## config.mk

```make
export PLATFORM = sky130hd
export DESIGN_NAME = mem_port_arbiter
export DESIGN_NICKNAME = d
export VERILOG_FILES = /design/src/rtl/mem_port_arbiter.sv
export SDC_FILE = /design/constraint.sdc
export NUM_CORES = 1
export LEC_CHECK = 0
export ABC_CLOCK_PERIOD_IN_PS = 2000
export CAP_MARGIN = 5
export CORE_ASPECT_RATIO = 0.7
export CORE_MARGIN = 1.5
export CORE_UTILIZATION = 39
export DETAILED_ROUTE_END_ITERATION = 16
export PLACE_DENSITY = 0.89
export SLEW_MARGIN = 15
export SYNTH_ARGS = -nofsm -noshare
export SYNTH_HDL_FRONTEND = slang
export SYNTH_SLANG_ARGS = --single-unit
```

## constraint.sdc

```tcl
create_clock -name clock -period 2 [get_ports clock]
set_input_delay 0.3 -clock clock [delete_from_list [all_inputs] [get_ports clock]]
set_output_delay 0.3 -clock clock [all_outputs]
set_load 0.1 [all_outputs]
```

## src/rtl/mem_port_arbiter.sv

```systemverilog
// Single-transaction arbiter sharing one memory port between fetch and the LSU.
// Optional grant counters are built when MEM_ARB_PERF_EN is defined.
module mem_port_arbiter #(
  parameter int unsigned FETCH_STARVE_LIMIT = 4
) (
  input  logic        clock,
  input  logic        reset,
  input  logic        if_req,
  input  logic [31:0] if_addr,
  input  logic        flush,
  output logic        if_valid,
  output logic [31:0] if_data,
  output logic        if_stall,
  input  logic        ls_req,
  input  logic        ls_we,
  input  logic [31:0] ls_addr,
  input  logic [31:0] ls_wdata,
  input  logic [3:0]  ls_be,
  output logic        ls_done,
  output logic [31:0] ls_rdata,
  output logic        mem_req,
  output logic        mem_we,
  output logic [31:0] mem_addr,
  output logic [31:0] mem_wdata,
  output logic [3:0]  mem_be,
  input  logic        mem_ready,
  input  logic [31:0] mem_rdata
`ifdef MEM_ARB_PERF_EN
  ,
  output logic [31:0] perf_if_grants,
  output logic [31:0] perf_ls_grants
`endif
);

  typedef enum logic [1:0] {S_IDLE, S_FETCH, S_LS} state_e;

  localparam logic [3:0] LIMIT = 4'(FETCH_STARVE_LIMIT);

  state_e      state_q, state_d;
  logic [3:0]  starve_q, starve_d;
  logic        drop_q, drop_d;
  logic        if_valid_q, if_valid_d;
  logic        ls_done_q, ls_done_d;
  logic [31:0] if_data_q, if_data_d;
  logic [31:0] ls_rdata_q, ls_rdata_d;
  logic [31:0] addr_q, addr_d;
  logic [31:0] wdata_q, wdata_d;
  logic [3:0]  be_q, be_d;
  logic        we_q, we_d;
  logic        grant_if, grant_ls;

  always_comb begin
    state_d    = state_q;
    starve_d   = starve_q;
    drop_d     = drop_q;
    if_valid_d = 1'b0;
    ls_done_d  = 1'b0;
    if_data_d  = if_data_q;
    ls_rdata_d = ls_rdata_q;
    addr_d     = addr_q;
    wdata_d    = wdata_q;
    be_d       = be_q;
    we_d       = we_q;
    grant_if   = 1'b0;
    grant_ls   = 1'b0;
    case (state_q)
      S_IDLE: begin
        // A flush this cycle means if_addr is stale, so fetch cannot win.
        if (if_req && starve_q == LIMIT && !flush) grant_if = 1'b1;
        else if (ls_req)                           grant_ls = 1'b1;
        else if (if_req && !flush)                 grant_if = 1'b1;
        if (grant_if) begin
          state_d  = S_FETCH;
          starve_d = '0;
          addr_d   = if_addr;
          wdata_d  = '0;
          be_d     = 4'hF;
          we_d     = 1'b0;
        end
        if (grant_ls) begin
          state_d = S_LS;
          addr_d  = ls_addr;
          wdata_d = ls_wdata;
          be_d    = ls_be;
          we_d    = ls_we;
          if (if_req && starve_q != LIMIT) starve_d = starve_q + 4'd1;
        end
      end
      S_FETCH: begin
        if (mem_ready) begin
          state_d = S_IDLE;
          drop_d  = 1'b0;
          if (!(drop_q || flush)) begin
            if_valid_d = 1'b1;
            if_data_d  = mem_rdata;
          end
        end else if (flush) begin
          drop_d = 1'b1;
        end
      end
      S_LS: begin
        if (mem_ready) begin
          state_d    = S_IDLE;
          ls_done_d  = 1'b1;
          ls_rdata_d = mem_rdata;
        end
      end
      default: state_d = S_IDLE;
    endcase
  end

  always_ff @(posedge clock) begin
    if (reset) begin
      state_q    <= S_IDLE;
      starve_q   <= '0;
      drop_q     <= 1'b0;
      if_valid_q <= 1'b0;
      ls_done_q  <= 1'b0;
      if_data_q  <= '0;
      ls_rdata_q <= '0;
      addr_q     <= '0;
      wdata_q    <= '0;
      be_q       <= '0;
      we_q       <= 1'b0;
    end else begin
      state_q    <= state_d;
      starve_q   <= starve_d;
      drop_q     <= drop_d;
      if_valid_q <= if_valid_d;
      ls_done_q  <= ls_done_d;
      if_data_q  <= if_data_d;
      ls_rdata_q <= ls_rdata_d;
      addr_q     <= addr_d;
      wdata_q    <= wdata_d;
      be_q       <= be_d;
      we_q       <= we_d;
    end
  end

`ifdef MEM_ARB_PERF_EN
  logic [31:0] perf_if_q, perf_ls_q;

  always_ff @(posedge clock) begin
    if (reset) begin
      perf_if_q <= '0;
      perf_ls_q <= '0;
    end else begin
      if (grant_if) perf_if_q <= perf_if_q + 32'd1;
      if (grant_ls) perf_ls_q <= perf_ls_q + 32'd1;
    end
  end

  assign perf_if_grants = perf_if_q;
  assign perf_ls_grants = perf_ls_q;
`endif

  assign mem_req   = (state_q != S_IDLE);
  assign mem_addr  = addr_q;
  assign mem_wdata = wdata_q;
  assign mem_be    = be_q;
  assign mem_we    = we_q;
  assign if_valid  = if_valid_q;
  assign if_data   = if_data_q;
  assign if_stall  = !if_valid_q;
  assign ls_done   = ls_done_q;
  assign ls_rdata  = ls_rdata_q;

endmodule

```

## Yosys cells after proc, flatten, opt, wreduce, memory -nomap -nowiden

Index checks and enable logic that the tools add are counted.

| storage, ports and cells | value |
|---|---|
| bits of input ports | 139 |
| output and inout bits | 137 |
| flip-flop bits (word level) | 142 |

| operators by class | value |
|---|---|
| bitwise logic cells | 4 |
| mux-type cells | 26 |
| reduce and logical (&&, ||, !) cells | 19 |
| equal/unequal tests | 6 |
| add/sub/neg operators | 1 |

Operators with widths:

| kind | number |
|---|---|
| 32-bit two-way mux | 4 |
| 4-bit two-way mux | 5 |
| 1-bit two-way mux | 13 |
| 2-bit AND reduction | 4 |
| 2-bit two-way mux | 3 |
| 2-bit nonzero test | 3 |
| 4-bit by 1-bit adder with 4-bit output (second input constant) | 1 |
| 4-bit by 3-bit equality test with 1-bit output (second input constant) | 1 |
| 1-bit logical AND | 4 |
| 4-bit by 3-bit != test with 1-bit output (second input constant) | 1 |
| 1-bit inverter | 4 |
| 2-bit one-hot mux with 2 select lines | 1 |
| 2-bit OR reduction | 2 |
| 3-bit != test (second input constant) | 1 |
| 3-bit AND reduction | 1 |
| 3-bit OR reduction | 1 |
| 2-bit by 1-bit equality test with 1-bit output (second input constant) | 1 |
| 2-bit equality test (second input constant) | 1 |
| 1-bit logical NOT | 2 |
| 2-bit logical NOT | 1 |
| 2-bit by 1-bit != test with 1-bit output (second input constant) | 1 |
| 1-bit logical OR | 1 |

## Longest topological paths before layout

| depth | value |
|---|---|
| depth after elaboration | 9 |
| depth in mapped cells | 8 |
| mapped depth without buffers | 6 |

## Worst setup path before layout

Ideal clock, no wire load.

| path | value |
|---|---|
| kind | flip-flop to output port |
| start point | register if_valid_q, in the netlist if_valid |
| end point | output if_stall |
| stages on the path, launching flop included | 2 |
| path slack | 0.090 ns |
| data arrival time | 1.610 ns |
| buffers on the path | 0 |
| required time | 1.700 ns |
| cells stage by stage | dfxtp_1 inv_1 |

| between the ends | value |
|---|---|
| cells in the longest elaborated chain, start to end | 1 |

Ends and longest elaborated chain:

| item | RTL line | source |
|---|---|---|
| start, declared | 42 | `logic if_valid_q, if_valid_d;` |
| start signal, assigned | 129 | `if_valid_q <= if_valid_d;` |
| 1-bit logical NOT | 164 | `assign if_stall = !if_valid_q;` |
| end, declared | 13 | `output logic if_stall,` |

Every way passes these cells.

## Worst setup path after layout

| path | value |
|---|---|
| start point | register state_q[0] |
| end point | output mem_req |

| between the ends | value |
|---|---|
| cells in the longest elaborated chain, start to end | 1 |

Ends and longest elaborated chain:

| item | RTL line | source |
|---|---|---|
| start, declared | 39 | `state_e state_q, state_d;` |
| start signal, assigned | 126 | `state_q <= state_d;` |
| 2-bit nonzero test | 157 | `assign mem_req = (state_q != S_IDLE);` |
| end, declared | 21 | `output logic mem_req,` |

Every way passes these cells.

==> summary.txt <==
io pins -> 276
PortBufs -> 275
min Tclk post-route -> 1.76 ns
final layout net count -> 983
vias -> 5,102
Mean Syn Cell Area -> 9.08 um^2
Final Max Tran Viols -> 0
placed cell areas -> 0.00783 mm^2
DRC -> 0
Worst Hold End -> starve_q[0]
vias per cell -> 5.01
internal power -> 0.00541 W
site row count -> 35
antenna violations before repair -> 0
placer congestion estimate -> 0.808
Power Total -> 0.00843 W
crit end category -> output pin
postcts setup bufs -> 0
PwrDens -> 1000 mW/mm^2
first-pass GRT wire length -> 24,300 um
total CTS buffers -> 17
crit path max fanout -> 5
HP Start -> reset
count leader, synth -> dfxtp_1
post-DR wirelength/cell -> 15.2 um
synth cell count leaders -> 142 x dfxtp_1, 134 x nand2_1, 69 x a21oi_1
P&R area growth vs syn -> 60.6%
Slew HR -> 50.5%
FF-to-FF Start -> state_q[0]
Final ANT Viol Nets -> 0
crit path launch type -> flip-flop
fillers -> 1,070
hold depth -> 2
Worst R2R End -> starve_q[2]
Iter 0 DRT Violations -> 224
maxcap violations -> 0
router iterations before antenna repair -> 5
post-synthesis cell area -> 0.00523 mm^2
sw frac -> 35.8%
switching power -> 0.00302 W
Post-CTS Resized -> 0
H-tree levels -> 4
clk root buf -> clkbuf_16
Most used DFF post-synth -> dfxtp_1
worst reg2reg setup slack -> 0.25 ns
Setup violations, final -> 0
synth top area cells -> dfxtp_1 54%, nand2_1 9.6%, a21oi_1 6.6%
outcome -> finished, final reports clean
clk_lat worst skew -> 0.41 ns
Syn. warnings -> 0
Reg power frac -> 36.6%
distinct cell type count after synthesis -> 36
storage element area -> 0.00284 mm^2
Sink Count -> 142
Final Cell Area -> 0.00840 mm^2
CTS clk-pin slew, worst paths -> 0.06 ns
layout cells sized above 1 -> 25.8%
die area -> 0.0141 mm^2
largest net degree at the start of global routing -> 104
final worst slack -> 0.239 ns
Place WS -> -0.0475 ns
endpoints failing hold -> 0
Yosys top cell by area -> dfxtp_1
power share of the combinational group -> 27.0%
chip height -> 99.9 um
Hold Buf Count CTS -> 0
Detail Placement HPWL -> 11,100 um
vias in the first global route -> 4,919
fmax -> 568 MHz
FF-to-FF path depth -> 5
Arrival @ worst endpoint -> 1.46 ns
Mapped Nets -> 720
die width -> 141 um
period utilisation layout -> 88.0%
Hold WC Path Type -> input pin to flip-flop
Clock Path Buffers -> 2
GRT overflow -> 0
antenna cells -> 0
Worst Setup SP -> state_q[0]
core area -> 0.0131 mm^2
multi-input logic area -> 0.00214 mm^2
sequential element share of the synthesized area -> 54.3%
CTS tree -> built
worst vdd ir -> 0.521 mV
leakage -> 3.40 nW
top cell type's share of synthesized area -> 54.3%
starting density of the core -> 39.8%
final wirelength -> 15,400 um
setup TNS -> 0 ns
Async SR Flop Fraction -> 0%
RSZ-0062 raised after global routing -> no
Required @ worst endpoint -> 1.70 ns
FF+latch count, synth -> 142
worst slew pin tran -> 0.741 ns
Mapped Cells -> 576
gr usage total -> 21.5%
Post-synth EDFFs -> 0
clock power share -> 36.4%
Clock Skews -> 0.00986 ns
Fin Hold WS -> 0.172 ns
critical path class -> flip-flop to output pin
-- state kept, by name, indices dropped and copies added (netlist names) --
signal     count
mem_we         1
ls_rdata      32
mem_be         4
starve_q       4
mem_wdata     32
mem_addr      32
drop_q         1
if_valid       1
ls_done        1
if_data       32
state_q        2
-- critical path, stage by stage (launching register included) --
cell	delay [ns]
dfxtp_1	0.36
inv_1	0.07
ha_1	0.27
inv_1	0.16
buf_12	0.19
-- final cells by class --
| cell class | count | area share [%] |
|---|---|---|
| Sequential cell | 142 | 33.8 |
| Timing Repair Buffer | 287 | 31.1 |
| Multi-Input combinational cell | 385 | 25.5 |
| Clock buffer | 17 | 5.06 |
| Tap cell | 166 | 2.47 |
| Clock inverter | 15 | 1.79 |
| Inverter | 6 | 0.268 |
-- per-layer routing --
metal	GRT usage, %	vias up	part of all wire (%)
met5	0	-	0
met4	6.19	0	1.3
met3	8.97	14	9.3
met2	36.0	203	48
met1	25.6	2375	41
li1	-	2510	-
-- per-stage QoR --
stage                     std cells  utilization, %
final                          1018            64.0
after global routing           1018            64.0
after CTS                      1018            64.0
after detailed placement        986            59.6
after global placement          986            59.6
after floorplan                 576               -
-- power groups by stage --
stage | Sequential (W) | Combinational [W] | Clock, W
2_1_floorplan | 0.00429 | 0.000469 | 0
3_3_place_gp | 0.00314 | 0.00226 | 0
3_5_place_dp | 0.00315 | 0.00228 | 0
4_1_cts | 0.00309 | 0.00228 | 0.00313
5_1_grt | 0.00310 | 0.00237 | 0.00329
6_report | 0.00309 | 0.00228 | 0.00307
-- how the worst max path moves through the flow --
| stage | to | slack [ns] | depth (start not counted) |
|---|---|---|---|
| CTS | mem_req | 0.21 | 4 |
| detailed placement | starve_q[2] | -0.05 | 5 |
| global route | starve_q[2] | 0.13 | 5 |
| finish | mem_req | 0.24 | 4 |
| floorplan | if_stall | 0.09 | 1 |
| global placement | starve_q[2] | -0.03 | 5 |
-- cell families (layout without fill, tap and decap cells) --
family | count (synthesis) | after routing | synth area share (%)
AO/OA/AOI/OAI | 144 | 144 | 17.4
adder cells (fa/ha/maj) | 5 | 5 | 1.20
buffers and inverters | 49 | 325 | 4.81
flip-flops | 142 | 142 | 54.3
multiplexers | 3 | 3 | 0.622
AND/OR/NAND/NOR | 233 | 233 | 21.6
-- cell usage in the layout, fill, tap and decap left out, types with 2 or more instances in the layout --
| cell type | Yosys | final |
|---|---|---|
| nor3_1 | 6 | 6 |
| mux2_2 | 2 | 2 |
| nand2b_1 | 5 | 5 |
| clkinv_2 | 0 | 2 |
| dfxtp_1 | 142 | 142 |
| a22o_1 | 34 | 34 |
| inv_8 | 0 | 3 |
| clkinvlp_4 | 0 | 2 |
| nand2_1 | 134 | 134 |
| nor2_1 | 45 | 45 |
| buf_4 | 4 | 141 |
| ha_1 | 5 | 5 |
| clkbuf_16 | 0 | 17 |
| buf_12 | 0 | 9 |
| nor3_2 | 31 | 30 |
| and2_1 | 2 | 2 |
| inv_1 | 6 | 6 |
| a21oi_1 | 69 | 69 |
| nand3b_1 | 3 | 3 |
| clkdlybuf4s50_1 | 0 | 137 |
| inv_6 | 0 | 7 |
| o22ai_1 | 32 | 32 |
Power figures use the tool's default switching activity.
